--- src/rtl/alu2_result_queue.sv ---
// rtl/alu2_result_queue.sv - registered FIFO output stage for the ALU result word with parity and counters
module alu2_result_queue #(
  parameter int WIDTH = 6,
  parameter int DEPTH = 4,
  parameter int CNT_W = 8
) (
  input  logic                       clock,
  input  logic                       reset,
  input  logic                       in_valid,
  output logic                       in_ready,
  input  logic [WIDTH-1:0]           in_data,
  output logic                       out_valid,
  input  logic                       out_ready,
  output logic [WIDTH-1:0]           out_data,
  output logic                       out_parity,
  output logic [$clog2(DEPTH):0]     level,
  output logic [CNT_W-1:0]           accepted,
  output logic [CNT_W-1:0]           full_hits
);

  localparam int AW = $clog2(DEPTH);
  localparam int LW = AW + 1;
  localparam logic [LW-1:0] FULL_LVL = LW'(DEPTH);

  // Reject depths the pointer arithmetic cannot wrap cleanly and empty counters
  if (((DEPTH & (DEPTH - 1)) != 0) || (DEPTH < 2) || (DEPTH > 16) || (CNT_W < 1)) begin : g_bad_params
    $error("alu2_result_queue: DEPTH must be a power of two in 2..16 and CNT_W >= 1");
  end

  logic [WIDTH-1:0] mem_q [DEPTH];
  logic [AW-1:0]    wr_ptr_q, wr_ptr_d;
  logic [AW-1:0]    rd_ptr_q, rd_ptr_d;
  logic [LW-1:0]    level_q, level_d;
  logic [CNT_W-1:0] accepted_q, accepted_d;
  logic [CNT_W-1:0] full_hits_q, full_hits_d;
  logic             full;
  logic             push;
  logic             pop;

  // Handshake qualifiers; in_ready depends on stored level only, so a pop never frees a slot in the same cycle
  always_comb begin
    full      = (level_q == FULL_LVL);
    in_ready  = !full;
    out_valid = (level_q != '0);
    push      = in_valid && in_ready;
    pop       = out_valid && out_ready;
  end

  // Next-state for pointers, occupancy and counters
  always_comb begin
    wr_ptr_d    = wr_ptr_q;
    rd_ptr_d    = rd_ptr_q;
    level_d     = level_q;
    accepted_d  = accepted_q;
    full_hits_d = full_hits_q;
    if (push) begin
      wr_ptr_d   = wr_ptr_q + 1'b1;
      accepted_d = accepted_q + 1'b1;
    end
    if (pop) begin
      rd_ptr_d = rd_ptr_q + 1'b1;
    end
    if (push && !pop) begin
      level_d = level_q + 1'b1;
    end else if (pop && !push) begin
      level_d = level_q - 1'b1;
    end
    // Stalled offers against a full queue; saturate so a long stall stays visible
    if (in_valid && full && (full_hits_q != {CNT_W{1'b1}})) begin
      full_hits_d = full_hits_q + 1'b1;
    end
  end

  // Control state register; reset wins over any handshake in the same cycle
  always_ff @(posedge clock) begin
    if (reset) begin
      wr_ptr_q    <= '0;
      rd_ptr_q    <= '0;
      level_q     <= '0;
      accepted_q  <= '0;
      full_hits_q <= '0;
    end else begin
      wr_ptr_q    <= wr_ptr_d;
      rd_ptr_q    <= rd_ptr_d;
      level_q     <= level_d;
      accepted_q  <= accepted_d;
      full_hits_q <= full_hits_d;
    end
  end

  // Storage write; contents are don't-care after reset so no reset term, but a reset cycle never writes
  always_ff @(posedge clock) begin
    if (!reset && push) begin
      mem_q[wr_ptr_q] <= in_data;
    end
  end

  // Head presentation; data and parity are forced low while empty
  always_comb begin
    out_data   = out_valid ? mem_q[rd_ptr_q] : '0;
    out_parity = ^out_data;
    level      = level_q;
    accepted   = accepted_q;
    full_hits  = full_hits_q;
  end

endmodule

--- config.mk ---
export PLATFORM = sky130hd
export DESIGN_NAME = alu2_result_queue
export DESIGN_NICKNAME = d
export VERILOG_FILES = /design/src/rtl/alu2_result_queue.sv
export SDC_FILE = /design/constraint.sdc
export NUM_CORES = 1
export LEC_CHECK = 0
export CAP_MARGIN = 10
export CORE_ASPECT_RATIO = 0.6
export CORE_UTILIZATION = 50
export CTS_CLUSTER_DIAMETER = 40
export DETAILED_ROUTE_END_ITERATION = 8
export DONT_BUFFER_PORTS = 1
export GPL_TIMING_DRIVEN = 0
export PLACE_DENSITY = 0.62
export SLEW_MARGIN = 20
export SYNTH_ARGS = -nofsm -noshare
export SYNTH_HDL_FRONTEND = slang
export SYNTH_SLANG_ARGS = --single-unit
--- constraint.sdc ---
create_clock -name clock -period 7.17 [get_ports clock]
set_input_delay 2.151 -clock clock [delete_from_list [all_inputs] [get_ports clock]]
set_output_delay 2.151 -clock clock [all_outputs]
set_load 0.03 [all_outputs]
; Word level (Yosys, flattened, before mapping)
; Memories as Yosys holds them, arrays and structs flattened. A register that Yosys moved wholly into a read port is not among the register bits.
; Index checks and enable logic that the tools add are counted.
[word_totals]
ff_bits = 23
latch_bits = 0
mem_bits_rw = 24
mem_bits_ro = 0
in_bits = 10
out_inout_bits = 28
elab_cells = 35
mem_count = 1
[memory_table]
columns = memory, words, width, read_ports, rd_ports_with_merged_regs, write_ports, line_no
row1 = mem_q, 4, 6, 1, 1, 1, 30  ; logic [WIDTH-1:0] mem_q [DEPTH];
[classes]
n_addsub = 6
mul = 0
n_div = 0
magnitude_cmp = 0
n_eq_ne = 2
n_shift = 0
muxes = 7
bitwise = 0
n_reduce_logical = 14
[ops]
columns = operator, n
row1 = "adder 8 x 1 -> 8 bit, second input constant", 2
row2 = "inequality test 8 bit, second input constant", 1
row3 = logical AND 1 bit, 7
row4 = two-way mux 3 bit, 2
row5 = two-way mux 6 bit, 1
row6 = XOR reduction 6 bit, 1
row7 = "adder 2 x 1 -> 2 bit, second input constant", 2
row8 = zero test 1 bit, 4
row9 = two-way mux 2 bit, 2
row10 = "adder 3 x 1 -> 3 bit, second input constant", 1
row11 = "equality test 3 bit, second input constant", 1
row12 = nonzero test 3 bit, 1
row13 = "subtractor 3 x 1 -> 3 bit, second input constant", 1
row14 = two-way mux 1 bit, 2
row15 = nonzero test 2 bit, 1

; Logic depth before layout (Yosys ltp)
[depth]
ltp_word = 7
depth_mapped = 10

; Worst setup path before layout
; Ideal clock, no wire load.
[synth_timing]
path_type = flip-flop to output port
start = reg (tool-made name)
end = out out_parity
t_arrival_ns = 1.956
required_time_ns = 5.019
path_slack_ns = 3.063
stages_incl_launch_ff = 6
n_path_buf = 1
cell_sequence = dfxtp_1 buf_6 mux4_1 xor2_1 xnor3_1 nor2_1
[synth_rtl]
columns = item, line_no
row1 = end: declaration, 15  ; output logic out_parity,

==> impl_results.md <==
* Status: complete, no violations
* CTS clk-pin slew, worst paths at 0.09 ns
* Maxcap violations at 0
* WP data required at roughly 5.0 ns
* Hold Violations, Final at 0
* Critical path class: reg2out
* DRC Markers at 0
* Fin crit share at a little over three fifths
* CTS Buf Count at 5
* Final setup fails at 0
* Clock root buffer master: clkbuf_8
* Die area at 0.00462 mm^2
* Layout Skew at 0.0154 ns
* Initial Util at between 50% and 60%
* Worst-Skew Late Latency at 0.30 ns
* GRT Util Overall at roughly 18%
* Post-CTS setup buffers at 0
* Top cell types by occurrence after synthesis: dfxtp_1, edfxtp_1, nor2_1
* Hold path depth at 2
* Nets at 199
* Area growth syn-to-layout at 8.59%
* GP Congestion at 0.825
* Achievable frequency at around 220 MHz
* Syn_area_per_cell at approximately 12 um^2
* Cell area power density at 367 mW/mm^2
* Setup TNS at 0 ns
* Synth top area share at about 33%
* Hold Crit Class: reg2reg
* Area leader, netlist: edfxtp_1
* DRT Pass-1 Iters at 4
* Worst setup SP type: flip-flop
* Resized Gates After CTS at 0
* Top-count cell post-synth: dfxtp_1
* Height of the die at 53.0 um
* Port buffer count at 0
* Wire per inst at 15.8 um
* 1st-iter DRT viols at 54
* CTS Buffer Depth at 2
* WHS at 0.512 ns
* Synthesized cell area at 0.00217 mm^2
* Post-Synthesis Cells at between 150 and 200
* Maximum vdd ir drop at 0.000160 V
* Reg2reg setup slack at 3.99 ns
* Max-slew violation count at 0
* Vias in the first global route at 1200
* Slew margin rel. at 50.0%
* Crit path max fanout at 6
* CTS tree: done
* Ys flop type: dfxtp_1
* Core footprint at between 0.004 and 0.005 mm^2
* Clock Sinks at 49
* Largest net degree at the start of global routing at 16
* Seq/Total Area, Yosys at a little under three fifths
* Vias at 1303
* R2R cell count at 10
* Vias per cell at 5.38
* Ranking of synthesized cells by area: edfxtp_1, dfxtp_1, xor2_1, mux4_1, ha_1
* H-tree Lvls at 2
* ANT nets after route at 0
* Antenna cells at 0
* Static Leakage at between 0.8 and 0.9 nW
* RSZ-0062 raised after global routing: no
* Crit. End Element: output port
* Total grt overflow at 0
* Synth Register Bits at 49
* Syn_nets at 192
* Yosys cell types at 33
* DP HPWL at approximately 2.8 mm
* Worst R2R End: level[2]
* Die W at between 80 and 90 um
* Post-synth EDFFs at 24
* Worst-margin pin slew at 0.750 ns
* WL final at 3.81 mm
* Hold path endpoint: wr_ptr_q[1]
* CP arrival at 2.38 ns
* Row count at 18
* # fillers at between 300 and 400
* Num ports at 38
* CTS hold repair buffers at 0
* Final Critical Period at 4.53 ns
* Initial antenna violation count at 0
* Hold path start: wr_ptr_q[1]
* Async SR Flop Fraction at 0%
* Layout cell share with drive strength beyond 1 at under 10%
* Synth Warn # at 0
* First-pass GRT wire length at 5.95 mm
* R2R Path Start: level[0]
-- report_power, final --
part	internal (mW)	switching [mW]	total, mW
Clock	0.105	0.0861	0.191
Combinational	0.110	0.189	0.299
Sequential	0.323	0.0512	0.374
-- critical path, stage by stage (launching register included) --
cell and delay [ns]:
dfxtp_1 0.34, buf_6 0.15, mux4_1 0.58, xor2_1 0.18, xnor3_1 0.40, nor2_1 0.43
-- through the flow --
| step | cells | cell area [um^2] | setup WS [ns] | total power [mW] | util [%] |
|---|---|---|---|---|---|
| after floorplan | 174 | 2170 | 3.06 | 0.633 | - |
| after global placement | 234 | 2240 | 2.99 | 0.670 | 54.2 |
| after detailed placement | 234 | 2240 | 2.97 | 0.680 | 54.2 |
| after CTS | 242 | 2360 | 2.62 | 0.869 | 56.9 |
| after global routing | 242 | 2360 | 2.51 | 0.913 | 56.9 |
| final | 242 | 2360 | 2.64 | 0.864 | 56.9 |
-- metal layers --
metal  global-route usage, %  vias to the layer above  part of all wire, %
met2                    27.4                       28                   44
met5                       0                        -                    0
met1                    24.6                      632                   51
met3                    5.77                        3                  4.7
met4                    5.56                        0                 0.47
li1                        -                      640                    -
-- final cells by class --
cell class                      instances  area, um^2  share of cell area [%]
Buffer                                  6        31.3                    1.33
Clock buffer                            6        72.6                    3.08
Clock inverter                          2        38.8                    1.65
Inverter                                6        22.5                   0.956
Multi-Input combinational cell        113         895                    38.0
Sequential cell                        49        1220                    51.8
Tap cell                               60        75.1                    3.19
-- cell families (layout without fill, tap and decap cells) --
logic type	Yosys count	in the layout	synth area share, %
simple gates	63	63	15.6
compound gates	15	15	4.21
fa+ha+maj	8	8	4.96
buf+inv	12	20	2.48
xor+xnor	19	19	8.65
flops	49	49	56.3
mux	8	8	7.84
-- layout by cell type, fill, tap and decap left out, drive strengths merged, types with 2 or more instances in the layout --
master,count
buf,2
xnor2,4
xor2,14
and4,2
o31ai,3
a21oi,7
nand2,7
o211ai,2
clkbuf,10
mux2i,2
or4,3
mux4,6
edfxtp,24
or3,2
nor2,19
nand3,7
o21ai,3
and2,12
ha,7
inv,6
and3,2
dfxtp,25
nand4,6
-- state kept, by name (all words and copies together), names as in the netlist, named ones only --
name and cells:
full_hits 8, wr_ptr_q 2, level 3, mem_q 24
accepted 8, rd_ptr_q 2
-- how the worst max path moves through the flow --
| stage | endpoint | slack [ns] | depth (start not counted) |
|---|---|---|---|
| 6_report | out_parity | 2.64 | 5 |
| 5_1_grt | out_parity | 2.51 | 5 |
| 4_1_cts | out_parity | 2.62 | 5 |
| 3_5_place_dp | out_parity | 2.97 | 5 |
| 3_3_place_gp | out_parity | 2.99 | 5 |
| 2_1_floorplan | out_parity | 3.06 | 5 |
(Power assumes the default switching activity.)
